## config.mk

```make
export PLATFORM = sky130hd
export DESIGN_NAME = mc_ctrl_fsm
export DESIGN_NICKNAME = d
export VERILOG_FILES = /design/src/rtl/mc_ctrl_fsm.sv
export SDC_FILE = /design/constraint.sdc
export NUM_CORES = 1
export LEC_CHECK = 0
export BUFFER_PORTS_ARGS = -buffer_cell sky130_fd_sc_hd__buf_2
export CAP_MARGIN = 10
export CORE_ASPECT_RATIO = 1.75
export CORE_MARGIN = 5
export CORE_UTILIZATION = 49
export CTS_BUF_LIST = sky130_fd_sc_hd__clkbuf_4 sky130_fd_sc_hd__clkbuf_8 sky130_fd_sc_hd__clkbuf_16
export CTS_CLUSTER_SIZE = 24
export DETAILED_ROUTE_END_ITERATION = 8
export PLACE_DENSITY_LB_ADDON = 0.2
export SYNTH_ARGS = -nofsm -noshare
export SYNTH_HDL_FRONTEND = slang
export SYNTH_SLANG_ARGS = --single-unit
```

## constraint.sdc

```tcl
create_clock -name clk -period 2.4 [get_ports clk]
set_input_delay 0.24 -clock clk [delete_from_list [all_inputs] [get_ports clk]]
set_output_delay 0.24 -clock clk [all_outputs]
set_load 0.01 [all_outputs]
```

## src/rtl/mc_ctrl_fsm.sv

```systemverilog
// mc_ctrl_fsm: multi-cycle MIPS control sequencer (FETCH/DECODE/EXE/BR/MEM/WB).
// Gates datapath write-enables, runs the IM/DM req/ready handshakes and counts retired instructions.
module mc_ctrl_fsm #(
  parameter int RET_W = 32
) (
  input  logic             clk,
  input  logic             reset,
  input  logic [31:0]      ir,
  input  logic             alu_zero,
  input  logic             im_ready,
  input  logic             dm_ready,
  output logic             im_req,
  output logic             dm_req,
  output logic             dm_we,
  output logic             ir_we,
  output logic             pc_we,
  output logic [1:0]       npc_sel,
  output logic             ab_we,
  output logic             alu_out_we,
  output logic             mdr_we,
  output logic             rf_we,
  output logic [1:0]       rf_wr_sel,
  output logic [1:0]       rf_wd_sel,
  output logic             illegal,
  output logic [RET_W-1:0] retired,
  output logic [2:0]       state
);

  typedef enum logic [2:0] {
    S_FETCH  = 3'd0,
    S_DECODE = 3'd1,
    S_EXE    = 3'd2,
    S_BR     = 3'd3,
    S_MEM    = 3'd4,
    S_WB     = 3'd5
  } state_t;

  typedef enum logic [3:0] {
    I_ADD = 4'd0, I_SUB = 4'd1, I_ORI = 4'd2, I_LUI = 4'd3, I_LW  = 4'd4,
    I_SW  = 4'd5, I_BEQ = 4'd6, I_JAL = 4'd7, I_JR  = 4'd8, I_BAD = 4'd9
  } kind_t;

  localparam logic [RET_W-1:0] RET_ONE = {{(RET_W-1){1'b0}}, 1'b1};

  state_t           state_r;
  state_t           next_s;
  logic [RET_W-1:0] retired_r;
  logic             retire_s;
  kind_t            kind_s;
  logic             ir_unused_s;

  logic       im_req_s, dm_req_s, dm_we_s, ir_we_s, pc_we_s, ab_we_s;
  logic       alu_out_we_s, mdr_we_s, rf_we_s, illegal_s;
  logic [1:0] npc_sel_s, rf_wr_sel_s, rf_wd_sel_s;

  // Register and shift-amount fields are decoded by the datapath, not here.
  assign ir_unused_s = ^ir[25:6];

  // Classify the instruction held in IR.
  always_comb begin
    case (ir[31:26])
      6'b000000: begin
        case (ir[5:0])
          6'b100000: kind_s = I_ADD;
          6'b100010: kind_s = I_SUB;
          6'b001000: kind_s = I_JR;
          default:   kind_s = I_BAD;
        endcase
      end
      6'b001101: kind_s = I_ORI;
      6'b001111: kind_s = I_LUI;
      6'b100011: kind_s = I_LW;
      6'b101011: kind_s = I_SW;
      6'b000100: kind_s = I_BEQ;
      6'b000011: kind_s = I_JAL;
      default:   kind_s = I_BAD;
    endcase
  end

  // Next-state, retire and control decode from state, IR and ready inputs.
  always_comb begin
    next_s       = S_FETCH;
    retire_s     = 1'b0;
    im_req_s     = 1'b0;
    dm_req_s     = 1'b0;
    dm_we_s      = 1'b0;
    ir_we_s      = 1'b0;
    pc_we_s      = 1'b0;
    npc_sel_s    = 2'd0;
    ab_we_s      = 1'b0;
    alu_out_we_s = 1'b0;
    mdr_we_s     = 1'b0;
    rf_we_s      = 1'b0;
    rf_wr_sel_s  = 2'd0;
    rf_wd_sel_s  = 2'd0;
    illegal_s    = 1'b0;
    case (state_r)
      S_FETCH: begin
        im_req_s = 1'b1;
        if (im_ready) begin
          ir_we_s = 1'b1;
          pc_we_s = 1'b1;
          next_s  = S_DECODE;
        end else begin
          next_s  = S_FETCH;
        end
      end
      S_DECODE: begin
        ab_we_s = 1'b1;
        case (kind_s)
          I_JAL: begin
            rf_we_s     = 1'b1;
            rf_wr_sel_s = 2'd2;
            rf_wd_sel_s = 2'd2;
            pc_we_s     = 1'b1;
            npc_sel_s   = 2'd2;
            retire_s    = 1'b1;
          end
          I_JR: begin
            pc_we_s   = 1'b1;
            npc_sel_s = 2'd3;
            retire_s  = 1'b1;
          end
          I_BEQ:                                      next_s = S_BR;
          I_ADD, I_SUB, I_ORI, I_LUI, I_LW, I_SW:     next_s = S_EXE;
          default: begin
            illegal_s = 1'b1;
            retire_s  = 1'b1;
          end
        endcase
      end
      S_BR: begin
        pc_we_s   = alu_zero;
        npc_sel_s = 2'd1;
        retire_s  = 1'b1;
      end
      S_EXE: begin
        alu_out_we_s = 1'b1;
        case (kind_s)
          I_LW, I_SW:                 next_s = S_MEM;
          I_ADD, I_SUB, I_ORI, I_LUI: next_s = S_WB;
          default:                    next_s = S_FETCH;
        endcase
      end
      S_MEM: begin
        dm_req_s = 1'b1;
        dm_we_s  = (kind_s == I_SW);
        if (!dm_ready) begin
          next_s = S_MEM;
        end else if (kind_s == I_LW) begin
          mdr_we_s = 1'b1;
          next_s   = S_WB;
        end else begin
          retire_s = 1'b1;
        end
      end
      S_WB: begin
        rf_we_s  = 1'b1;
        retire_s = 1'b1;
        if (kind_s == I_ADD || kind_s == I_SUB) begin
          rf_wr_sel_s = 2'd1;
        end else begin
          rf_wr_sel_s = 2'd0;
        end
        if (kind_s == I_LW) begin
          rf_wd_sel_s = 2'd1;
        end else begin
          rf_wd_sel_s = 2'd0;
        end
      end
      default: next_s = S_FETCH;
    endcase
  end

  // State register and retired-instruction counter.
  always_ff @(posedge clk or posedge reset) begin
    if (reset) begin
      state_r   <= S_FETCH;
      retired_r <= '0;
    end else begin
      state_r <= next_s;
      if (retire_s) begin
        retired_r <= retired_r + RET_ONE;
      end
    end
  end

  // Hold every control output low while reset is asserted, so an abort cancels any access at once.
  always_comb begin
    if (reset) begin
      im_req     = 1'b0;
      dm_req     = 1'b0;
      dm_we      = 1'b0;
      ir_we      = 1'b0;
      pc_we      = 1'b0;
      npc_sel    = 2'd0;
      ab_we      = 1'b0;
      alu_out_we = 1'b0;
      mdr_we     = 1'b0;
      rf_we      = 1'b0;
      rf_wr_sel  = 2'd0;
      rf_wd_sel  = 2'd0;
      illegal    = 1'b0;
    end else begin
      im_req     = im_req_s;
      dm_req     = dm_req_s;
      dm_we      = dm_we_s;
      ir_we      = ir_we_s;
      pc_we      = pc_we_s;
      npc_sel    = npc_sel_s;
      ab_we      = ab_we_s;
      alu_out_we = alu_out_we_s;
      mdr_we     = mdr_we_s;
      rf_we      = rf_we_s;
      rf_wr_sel  = rf_wr_sel_s;
      rf_wd_sel  = rf_wd_sel_s;
      illegal    = illegal_s;
    end
  end

  assign state   = state_r;
  assign retired = retired_r;

endmodule

```

Word level (Yosys, flattened, before mapping). Cells that the tools add are included.

Input port bits: 37. Output and inout port bits: 51. Flip-flop bits (word level): 35. Logic and storage cells: 84.

Muxes and demuxes: 48. Equality and inequality tests: 22. Add/sub/neg operators: 1. Reductions and logical operators: 11.

Operators by type and width (number): $add A32 B1 Y32 const B (1); $mux W1 (30); $pmux W4 S7 (1); $eq A6 B6 Y1 const B (4); $pmux W2 S2 (5); $eq A6 B4 Y1 const B (3); $eq A4 B3 Y1 const B (4); $pmux W3 S4 (1); $pmux W4 S3 (1); $reduce_or A9 Y1 (1); $eq A4 B2 Y1 const B (2); $mux W2 (4); $reduce_or A7 Y1 (1); $eq A3 B2 Y1 const B (2); $eq A3 B3 Y1 const B (2); $eq A6 B2 Y1 const B (1); $eq A6 B3 Y1 const B (1); $logic_not A6 Y1 (1); $mux W3 (2); $pmux W1 S3 (2); $pmux W3 S2 (1); $reduce_or A2 Y1 (3); $reduce_or A6 Y1 (1); $eq A4 B1 Y1 const B (1); other kinds (7) (7).

Logic depth before layout (Yosys ltp).
Depth after elaboration: 8. Mapped depth: 9. Gate-level depth less buffers: 6.

Worst setup path before layout. Ideal clock, no wire load.

Path type: input -> output. From: input port reset. To: output port rf_wr_sel[1]. Buffers on the path: 1. Stages on the path: 5. Path slack: 0.071 ns. Arrival: 2.089 ns. Data required time: 2.160 ns. Cells stage by stage: inv_1 > nand2_1 > nor3_1 > and2_1 > buf_4.

Cells in the longest elaborated chain, start to end: 1.

Ends and longest elaborated chain: start, declared (RTL line 7) `input logic reset,`; $mux W2 (RTL line 190) `if (reset) begin`; end, declared (RTL line 22) `output logic [1:0] rf_wr_sel,`.

No other way between the ends.

Final worst setup path.
From: register state_r[1] (netlist: state[1]). To: output port dm_we.

Cells in the longest elaborated chain, start to end: 3.

Ends and longest elaborated chain: start, declared (RTL line 45) `state_t state_r;`; start signal, assigned (RTL line 181) `state_r <= next_s;`; $eq A3 B3 Y1 (RTL line 97) `case (state_r)`; $mux W1 (RTL line 97); $mux W1 (RTL line 190); end, declared (RTL line 14) `output logic dm_we,`.

No other way between the ends.

==> results.sh <==
export IMPL_outcome="completed"
export IMPL_clkTransAtPathRegs_ps=70
export IMPL_dieArea_sq_um=6000
export IMPL_synth_edf_count=0
export IMPL_grt_setup_unrepaired="no"
export IMPL_routedWlPerCell_um=15.3
export IMPL_regToRegSetupSlack_ps=440
export IMPL_yosysSeqAreaShare_pct=39.7
export IMPL_ys_ff_latch=35
export IMPL_cts_made_buffers=5
export IMPL_regArea_sq_um=876
export IMPL_first_iter_violations=57
export IMPL_tightestPinTransition_ps=537
export IMPL_reg2reg_depth=6
export IMPL_cp_end_kind="primary output"
export IMPL_yosysTopAreaCellShare_pct=39.7
export IMPL_synth_cells=235
export IMPL_cts_sinks=35
export IMPL_drive_gt1_share_pct=32.2
export IMPL_port_buffers=67
export IMPL_worstPathArrival_ps=1980
export IMPL_synth_area_sq_um=2210
export IMPL_ios=88
export IMPL_gp_congestion=0.888
export IMPL_synth_flop_cell="dfrtp_1"
export IMPL_first_global_vias=2095
export IMPL_yosysTopAreaCell="dfrtp_1"
export IMPL_grt_use_total_pct=19.3
export IMPL_grt_pass1_wl_um=9060
export IMPL_area_growth_pct=23.7
export IMPL_fin_crit_sh_pct=92.6
export IMPL_relSlewSlack_pct=63.9
export IMPL_worstPathRequired_ps=2160
export IMPL_power_density_nw_per_um2=579
export IMPL_synth_distinct_cells=49
export IMPL_die_w_um=60.7
export IMPL_fmax_mhz=450
export IMPL_hold_viol=0
export IMPL_viasPerCell=5.81
export IMPL_path_class="reg -> out"
export IMPL_dp_hpwl_um=4270
export IMPL_insertion_delay_ps=280
export IMPL_nets=349
export IMPL_yosysWarnings=0
export IMPL_mostFrequentLayoutCells="buf_2, dfrtp_1, nor2_1, xnor2_1, nand2_1"
export IMPL_cts_buffer_depth=2
export IMPL_start_util_pct=50.1
export IMPL_skew_ps=7.77
export IMPL_num_fill_cells=413
export IMPL_pre_cts_ws_ps=180
export IMPL_root_buffer="clkbuf_8"
export IMPL_drc=0
export IMPL_diodes=0
export IMPL_multi_input_area_sq_um=1230
export IMPL_async_flop_share_pct=100
export IMPL_fin_tns_setup_ps=0
export IMPL_htreeDepth=2
export IMPL_synth_area_top_cells="dfrtp_1, xnor2_1, xor2_1"
export IMPL_fin_ws_ps=177
export IMPL_core_area_sq_um=4400
export IMPL_grt_antenna_before_repair=0
export IMPL_row_count=32
export IMPL_crit_fanout=6
export IMPL_grt_max_degree=36
export IMPL_cts_tree="built"
export IMPL_startpoint_type="flip-flop"
export IMPL_p_leak_nw=1.31
export IMPL_slew_violations=0
export IMPL_vdd_drop_max_uv=316
export IMPL_finalCriticalPeriod_ps=2220
export IMPL_hp_class="in -> async"
export IMPL_finalSetupViolCount=0
export IMPL_drtPass1Iterations=4
export IMPL_syn_nets=273
export IMPL_maxCapViolCount=0
export IMPL_overflow=0
export IMPL_detail_route_antenna_nets=0
export IMPL_vias=2103
export IMPL_finalWirelength_um=5550
export IMPL_final_common_cell="buf_2"
export IMPL_syn_mean_instance_area_sq_um=9.40
export IMPL_die_y_um=98.8
[worst paths after layout]
kind,from,end
worst max-delay path,state[1]$_DFF_PP0_,dm_we
worst max register to register,retired[8]$_DFFE_PP0P_,retired[31]$_DFFE_PP0P_
worst min-delay path,reset,state[1]$_DFF_PP0_
min in group clk,dm_ready,state[0]$_DFF_PP0_
worst min register to register,retired[31]$_DFFE_PP0P_,retired[31]$_DFFE_PP0P_
max in group asynchronous,reset,retired[10]$_DFFE_PP0P_
[routing by layer]
layer | part of all wire [%] | global-route usage (%) | routed length, um | up-vias
met5 | 0 | 0 | 0 | -
met4 | 3.8 | 10.7 | 212 | 0
met3 | 5.7 | 3.15 | 315 | 17
met2 | 54 | 34.8 | 2980 | 74
met1 | 37 | 19.9 | 2040 | 1009
li1 | - | - | - | 1003
[timing repair]
item | CTS | global route
endpoints found under the setup margin | 0 | 1
hold buffers | 0 | 0
buffers inserted | 0 | 1
resized for setup | 0 | 4
[where the power goes]
group	switching, mW	total [mW]	internal, mW	leakage (nW)
sequential	0.0860	0.752	0.666	0.442
combinational	0.238	0.406	0.168	0.825
clock	0.198	0.423	0.225	0.0470
[critical path, stage by stage (launching register included)]
cell and delay, ps:
dfrtp_1 380, nand2b_4 180, nor3_4 220, or4b_2 600, nor3b_1 180, buf_2 150
[state kept, by name, indices dropped and copies added (netlist names)]
register  cells
state         3
retired      32
[synth_stat cells, types with 3 or more instances]
library cell / number
xnor2_1: 19
nor2_1: 19
dfrtp_1: 35
nor3_1: 17
nand3_1: 10
buf_6: 3
clkbuf_1: 3
a21oi_1: 3
inv_1: 11
buf_4: 4
nand4_1: 15
xor2_1: 13
nor4_1: 7
and3_1: 11
nand2_1: 19
[cells by family (layout without fill, tap and decap cells)]
| group | count (synthesis) | after routing | share of synthesized area (%) |
|---|---|---|---|
| muxes | 1 | 1 | 0.510 |
| xor gates and xnor gates | 32 | 32 | 12.7 |
| and+or+nand+nor | 120 | 120 | 30.9 |
| buffers and inverters | 22 | 98 | 5.50 |
| DFF | 35 | 35 | 39.7 |
| AOI/OAI and AO/OA | 24 | 24 | 10.1 |
| adders and majority gates | 1 | 1 | 0.566 |
[metrics by stage]
stage / instances / area (sq um) / utilization, % / power, mW / hold WS (ps)
3_3_place_gp: 354 / 2620 / 59.4 / 1.16 / 446
3_5_place_dp: 354 / 2620 / 59.4 / 1.17 / 452
5_1_grt: 362 / 2730 / 62.0 / 1.67 / 201
6_report: 362 / 2730 / 62.0 / 1.58 / 163
4_1_cts: 361 / 2710 / 61.4 / 1.60 / 147
2_1_floorplan: 235 / 2210 / - / 0.998 / 385
[layout make-up]
cell class                      count  area share (%)
Timing Repair Buffer               80            15.8
Clock inverter                      1           0.183
Multi-Input combinational cell    178            45.0
Clock buffer                        6            3.02
Tap cell                           51            2.34
Sequential cell                    35            32.1
Inverter                           11            1.51
Note: power is estimated with default switching activity, not from simulation.
